==> config.mk <==
export PLATFORM = sky130hd
export DESIGN_NAME = sel_mux_pipe
export DESIGN_NICKNAME = d
export VERILOG_FILES = /design/src/rtl/sel_mux_pipe.sv
export SDC_FILE = /design/constraint.sdc
export NUM_CORES = 1
export LEC_CHECK = 0
export CORE_AREA = 2 2 233 235
export DETAILED_ROUTE_END_ITERATION = 6
export DIE_AREA = 0 0 235 237
export SETUP_SLACK_MARGIN = 0.1
export SKIP_CTS_REPAIR_TIMING = 1
export SYNTH_ARGS = -nofsm -noshare
export SYNTH_HDL_FRONTEND = slang
export SYNTH_SLANG_ARGS = --single-unit
export TNS_END_PERCENT = 5
==> constraint.sdc <==
create_clock -name clock -period 1.5 [get_ports clock]
set_input_delay 0.15 -clock clock [delete_from_list [all_inputs] [get_ports clock]]
set_output_delay 0.15 -clock clock [all_outputs]
set_load 0.1 [all_outputs]
==> src/rtl/sel_mux_pipe.sv <==
`default_nettype none
// ============================================================================
//  Module      : sel_mux_pipe
//  Description : NUM_INPUTS:1 WIDTH-bit operand mux with binary select and a
//                registered valid/ready output stage. An output register plus
//                one skid register keep one beat per cycle under back-pressure.
//                Out-of-range selects return zero data, raise out_err and are
//                counted in a saturating counter when the beat is accepted.
//  Revision    : 1.0 - initial release
// ============================================================================
module sel_mux_pipe #(
   parameter int WIDTH      = 64,
   parameter int NUM_INPUTS = 8,
   parameter int SEL_WIDTH  = 3,
   parameter int CNT_WIDTH  = 8
) (
   input  logic                        clock,
   input  logic                        reset,
   input  logic [NUM_INPUTS*WIDTH-1:0] in_data,
   input  logic [SEL_WIDTH-1:0]        in_sel,
   input  logic                        in_valid,
   output logic                        in_ready,
   output logic [WIDTH-1:0]            out_data,
   output logic [SEL_WIDTH-1:0]        out_sel,
   output logic                        out_err,
   output logic                        out_valid,
   input  logic                        out_ready,
   output logic [CNT_WIDTH-1:0]        err_count
);

   // Reject configurations the select cannot address or that make no sense.
   if ((NUM_INPUTS > (2 ** SEL_WIDTH)) || (NUM_INPUTS < 2)) begin : g_cfg_error
      $fatal(1, "sel_mux_pipe: NUM_INPUTS must be in 2..2**SEL_WIDTH");
   end

   logic [WIDTH-1:0]     mux_data;
   logic                 mux_err;
   logic                 accept;
   logic                 o_free;
   logic                 s_full;
   logic [WIDTH-1:0]     s_data;
   logic [SEL_WIDTH-1:0] s_sel;
   logic                 s_err;

   // Flat compare-and-select: exactly one channel can match, so no priority.
   always_comb begin
      mux_data = '0;
      mux_err  = 1'b1;
      for (int i = 0; i < NUM_INPUTS; i++) begin
         if (in_sel == SEL_WIDTH'(i)) begin
            mux_data = in_data[i*WIDTH +: WIDTH];
            mux_err  = 1'b0;
         end
      end
   end

   // Ready depends only on registered state so no combinational loop forms.
   assign in_ready = reset & ~s_full;
   assign accept   = in_valid & in_ready;
   assign o_free   = ~out_valid | out_ready;

   // Output register and skid register: skid drains first to keep FIFO order.
   always_ff @(posedge clock) begin
      if (!reset) begin
         out_valid <= 1'b0;
         out_data  <= '0;
         out_sel   <= '0;
         out_err   <= 1'b0;
         s_full    <= 1'b0;
         s_data    <= '0;
         s_sel     <= '0;
         s_err     <= 1'b0;
      end else if (o_free) begin
         if (s_full) begin
            out_valid <= 1'b1;
            out_data  <= s_data;
            out_sel   <= s_sel;
            out_err   <= s_err;
            s_full    <= 1'b0;
         end else if (accept) begin
            out_valid <= 1'b1;
            out_data  <= mux_data;
            out_sel   <= in_sel;
            out_err   <= mux_err;
         end else begin
            out_valid <= 1'b0;
         end
      end else if (accept) begin
         s_full <= 1'b1;
         s_data <= mux_data;
         s_sel  <= in_sel;
         s_err  <= mux_err;
      end
   end

   // Count bad selects when accepted, holding at all-ones instead of wrapping.
   always_ff @(posedge clock) begin
      if (!reset) begin
         err_count <= '0;
      end else if (accept && mux_err && (err_count != {CNT_WIDTH{1'b1}})) begin
         err_count <= err_count + 1'b1;
      end
   end

endmodule
`default_nettype wire

==> flow_summary.ini, run 1 <==
[cts]
clk_latency_ns = 0.48
htree_num_levels = 4
cts_root_buffer = clkbuf_16
cts_tree = done
cts-buffers-inserted = 17
path_clk_slew_ns = 0.07
cts_max_path_buffers = 2
cts_sinks = 146

[floorplanning]
start_util = 0.1968
die_h_um = 237
die_w_um = 235
rows = 85
die-area_sq_um = 55700
core_area_sq_um = 53280
pin_count = 597

[route]
avgRoutedWirePerCell_um = 20.90
finalWirelength_um = 53720
initialDrtViolationCount = 612
num_vias = 12900
drcViolationCount = 0
vias_per_cell = 5.019
dr.pass1.iters = 5
antenna_left = 0

[sta]
maxSlewViolCount = 0
fmax_mhz = 671.2
tightest_slew_ns = 0.4968
final-hold-violation-count = 0
maxSlewHeadroom = 0.6688
fin_skew_ns = 0.01498
fin_crit_ns = 1.490
timing.final.crit_share = 0.9933
rsz0062_at_grt = yes
finalSetupViolations = 0

[synth]
yosys.area_share.simple = 0.1753
yosys.area.top_type_share = 0.2788
synth_xor_area_frac = 0
synth_commonest_cells = dfxtp_1, nand2_1, o21ai_0
synthCells = 1239
yosysTopAreaCell = dfxtp_1
synth_top_flop_cell = dfxtp_1
synth.most_common_cell = dfxtp_1
synth-adder-area-share = 0
ys_warn_count = 0
synth_seq_cells = 146
synth_fp_nets = 1758
seq_area_frac_synth = 0.2788
synth_edf_count = 0
synth.area.mux_share = 0.1755
avgSynthCellArea_sq_um = 8.463
ys_types = 44
async_flop_share = 0
synthesis.area_sq_um = 10490
synth_area_leaders = dfxtp_1, mux4_2, mux2_2, o21ai_0, o221ai_1
synth_top_family_by_area = compound AO/OA/AOI/OAI gates
synth_compound_area_frac = 0.3017

[power_and_ir_drop]
swShare = 0.3261
comb_power_share = 0.379
clkPwrFrac = 0.322
ir_drop_v = 0.0007697
switchingPower_uw = 4598
power_density_nw_per_um2 = 714.7
p_int_uw = 9501
p_leak_uw = 0.007237
total_power_uw = 14100
power.share.sequential = 0.299

[global_routing]
grt_pass1_vias = 13350
grt.overflow.total = 0
grtUsageTotal = 0.1844
grt_antenna_before_repair = 2
grt_pass1_wl_um = 79290
grt_max_degree = 67

[run_status]
status = finished, final reports clean

[placement]
io_buffers = 596
dp.cells = 2530
place_congestion = 0.9104
dp_hpwl_um = 41360

[worst_setup_path]
cp.required_ns = 1.84
worstPathArrival_ns = 1.83
path_max_fanout = 2
setup.worst_path.end_class = flip-flop
start_kind = input port
criticalPathCategory = in2reg

[finish]
layout-drive-gt1-share = 0.2050
final_cells = 2570
syn_to_final_growth_pct = 88.15
finalNetCount = 2379

[hold_path]
hold_path_class = in2reg

[job]
max_cap_viol_count = 0
final cells by class:
class / instances / area (sq um)
fill: 5297 / 33550
multi-input combinational: 938 / 6915
timing repair buffer: 746 / 8346
clock inverter: 12 / 143.9
sequential: 146 / 2930
clock buffer: 20 / 478.0
antenna: 1 / 2.502
inverter: 11 / 41.29
tap: 696 / 870.8
kinds of logic (layout without fill, tap and decap cells):
| family | Yosys count | in the layout |
|---|---|---|
| compound gates | 448 | 448 |
| simple gates | 361 | 361 |
| buf+inv | 155 | 789 |
| mux | 129 | 129 |
| flops | 146 | 146 |
| other cells | 0 | 1 |
flip-flops by register name, indices dropped and copies added, names as in the netlist:
register,cells
s_sel,3
out_sel,3
out_err,1
s_full,1
err_count,8
out_data,64
s_data,64
out_valid,1
s_err,1
placed cells by master, fill, tap and decap left out, drive strengths merged, types with 4 or more instances in the layout:
master	netlist	routed
mux2i	35	35
a211oi	4	4
mux2	56	56
nand2b	61	61
nor2b	4	4
a22oi	24	24
o221ai	63	63
o2111ai	24	24
clkinv	1	4
a21boi	5	5
buf	61	230
nand2	117	117
mux4	38	38
nand4	29	29
a31oi	9	9
inv	10	14
o21ai	136	136
dfxtp	146	146
clkdlybuf4s50	0	514
a21oi	39	39
and2	10	10
a21o	34	34
o31ai	43	43
a221o	8	8
nor3b	29	29
clkbuf	83	22
nand3b	9	9
nand3	47	47
a221oi	48	48
nor2	52	52
a222oi	4	4
critical path, stage by stage:
cell and delay [ns]:
clkdlybuf4s50_1 0.46, mux2_2 0.29, a221o_1 0.29, a222oi_1 0.34, buf_4 0.18, o221ai_1 0.11
stage by stage:
stage           TNS, ns  setup slack, ns  area, sq um  utilization  hold WS [ns]
4_1_cts        -0.05854         -0.05854        19580       0.3675       0.09247
5_1_grt               0          0.02534        19730       0.3702        0.1101
3_3_place_gp     -37.28          -0.5767        18960       0.3559        0.4424
2_1_floorplan    -24.22          -0.2377        10590            -        0.3544
6_report              0          0.01012        19730       0.3702        0.1340
3_5_place_dp     -39.78          -0.5059        18960       0.3559        0.4483
power by group through the flow:
stage / Sequential (uW) / Clock (uW) / Combinational [uW]
after global placement: 4300 / 0 / 5230
after CTS: 4220 / 4710 / 5300
after global routing: 4240 / 4830 / 5640
after floorplan: 5080 / 0 / 1620
final: 4220 / 4540 / 5350
after detailed placement: 4300 / 0 / 5280
path summary, 6_finish.rpt:
kind	to	cells after the start	start	slack, ns
setup / recovery	out_data[6]	6	in_data[6]	0.01
hold / removal	s_sel[1]	4	in_sel[1]	0.13
setup reg to reg	s_data[63]	5	out_valid	0.09
hold reg to reg	s_data[7]	2	s_data[7]	0.46
metal layers:
metal,up-vias,share of wire,track usage
li1,6046,-,-
met1,6320,0.42,0.2254
met2,474,0.50,0.3211
met3,58,0.059,0.04220
met4,0,0.020,0.05562
met5,-,0,0
No activity file was read; power rests on OpenSTA's default activity.
==> run 2: changes to the inputs <==
--- a/config.mk
+++ b/config.mk
@@ -13,4 +13,3 @@
 export SYNTH_ARGS = -nofsm -noshare
 export SYNTH_HDL_FRONTEND = slang
 export SYNTH_SLANG_ARGS = --single-unit
-export TNS_END_PERCENT = 5
==> run 2 against run 1 <==
Against the previous run: clock power is 0.9% lower; critical path type unchanged; cell area is 4.7% higher; critical path depth stayed put; power is 1.8% higher; global-route usage is 0.46 points higher; combinational power is 5.6% higher; critical endpoint unchanged; largest power group unchanged; final cell count is 0.78% higher.
==> flow_summary.ini, run 2 (synthesized netlist as in run 1, its figures left out) <==
[cts]
cts_tree = done
cts_sinks = 146
path_clk_slew_ns = 0.07
clk_latency_ns = 0.47
htree_num_levels = 4
cts_max_path_buffers = 2
cts-buffers-inserted = 17
cts_root_buffer = clkbuf_16

[worst_setup_path]
path_max_fanout = 2
start_kind = input port
setup.worst_path.end_class = flip-flop
rr_startpoint = s_full
r2r_slack_ns = 0.08
cp-startpoint = in_data[326]
criticalPathCategory = in2reg
worst_r2r_endpoint = s_data[13]
cp.required_ns = 1.85
worstPathArrival_ns = 1.80
r2r_cells = 6

[finish]
final_cells = 2590
final_area_sq_um = 20660
top_regs = out_data x64, s_data x64, err_count x8
layout-drive-gt1-share = 0.2657
syn_to_final_growth_pct = 97.05
layout_common_cells = clkdlybuf4s50_1, dfxtp_1, buf_12, buf_4, nand2_1
finalNetCount = 2399
nFillCells = 5158
final_common_cell = clkdlybuf4s50_1

[floorplanning]
die_h_um = 237
rows = 85
die_w_um = 235
core_area_sq_um = 53280
pin_count = 597
die-area_sq_um = 55700
start_util = 0.1968

[hold_path]
hold_path_depth = 4
hold_path_class = in2reg
hold_start = reset
min_to = s_data[48]

[sta]
rsz0062_at_grt = yes
maxSlewViolCount = 0
timing.final.crit_share = 0.9652
maxSlewHeadroom = 0.7257
final-hold-violation-count = 0
fin_skew_ns = 0.01288
setup_slack_ns = 0.05218
fmax_mhz = 690.7
fin_crit_ns = 1.448
finalSetupViolations = 0
tightest_slew_ns = 0.4114

[route]
dr.pass1.iters = 5
vias_per_cell = 4.995
avgRoutedWirePerCell_um = 21.99
num_vias = 12940
initialDrtViolationCount = 686
finalWirelength_um = 56970
drcViolationCount = 0
antenna_left = 0

[global_routing]
grtUsageTotal = 0.1890
grt_antenna_before_repair = 1
grt_pass1_vias = 13080
grt_pass1_wl_um = 81010
grt.overflow.total = 0
grt_max_degree = 60

[job]
max_cap_viol_count = 0

[placement]
place_area_sq_um = 19480
dp.cells = 2536
pre_cts_ws_ns = -0.4849
io_buffers = 596
dp_hpwl_um = 42610
place_congestion = 0.9382

[power_and_ir_drop]
ir_drop_v = 0.0006576
total_power_uw = 14360
p_leak_uw = 0.007594
p_int_uw = 9633
clkPwrFrac = 0.313
power.share.sequential = 0.293
power_density_nw_per_um2 = 694.8
comb_power_share = 0.393
swShare = 0.3290
switchingPower_uw = 4723

[run_status]
status = finished, final reports clean
-- run 2: through the flow --
stage | util | hold WS (ns) | TNS [ns]
global placement | 0.3657 | 0.4419 | -34.49
global route | 0.3878 | 0.2117 | 0
CTS | 0.3770 | 0.1995 | 0
detailed placement | 0.3657 | 0.4491 | -37.68
floorplan | - | 0.3544 | -14.77
finish | 0.3878 | 0.2193 | 0
-- run 2: worst max-delay path, stage by stage --
cell and delay, ns:
clkdlybuf4s50_1 0.40, mux2_2 0.26, a221o_1 0.29, a222oi_1 0.42
buf_4 0.20, o221ai_2 0.08
-- run 2: layer usage --
| metal | share of wire | global-route usage |
|---|---|---|
| met1 | 0.43 | 0.2360 |
| met2 | 0.48 | 0.3151 |
| met3 | 0.066 | 0.04966 |
| met4 | 0.022 | 0.06291 |
| met5 | 0 | 0 |
-- run 2: final cells by class --
cell class | count | area (sq um) | share of cell area
flip-flops and latches | 146 | 2930 | 0.1418
inverters | 11 | 43.79 | 0.002120
multi-input cells | 938 | 7506 | 0.3633
clock inverters | 12 | 156.4 | 0.007570
repair buffers | 766 | 8705 | 0.4213
diodes | 1 | 2.502 | 0.0001211
well taps | 696 | 870.8 | 0.04215
clock buffers | 20 | 446.7 | 0.02162
-- run 2: power by group through the flow --
stage / Clock [uW] / Combinational [uW] / Sequential, uW
finish: 4500 / 5650 / 4210
global placement: 0 / 5430 / 4290
floorplan: 0 / 1810 / 5080
CTS: 4610 / 5500 / 4210
global route: 4760 / 5940 / 4230
detailed placement: 0 / 5480 / 4290
-- run 2: worst max path at each step --
stage / to / cells past startpoint
after global routing: out_data[6] / 6
after detailed placement: out_data[24] / 7
final: out_data[6] / 6
after global placement: out_data[6] / 6
after floorplan: s_data[11] / 7
after CTS: in_ready / 3
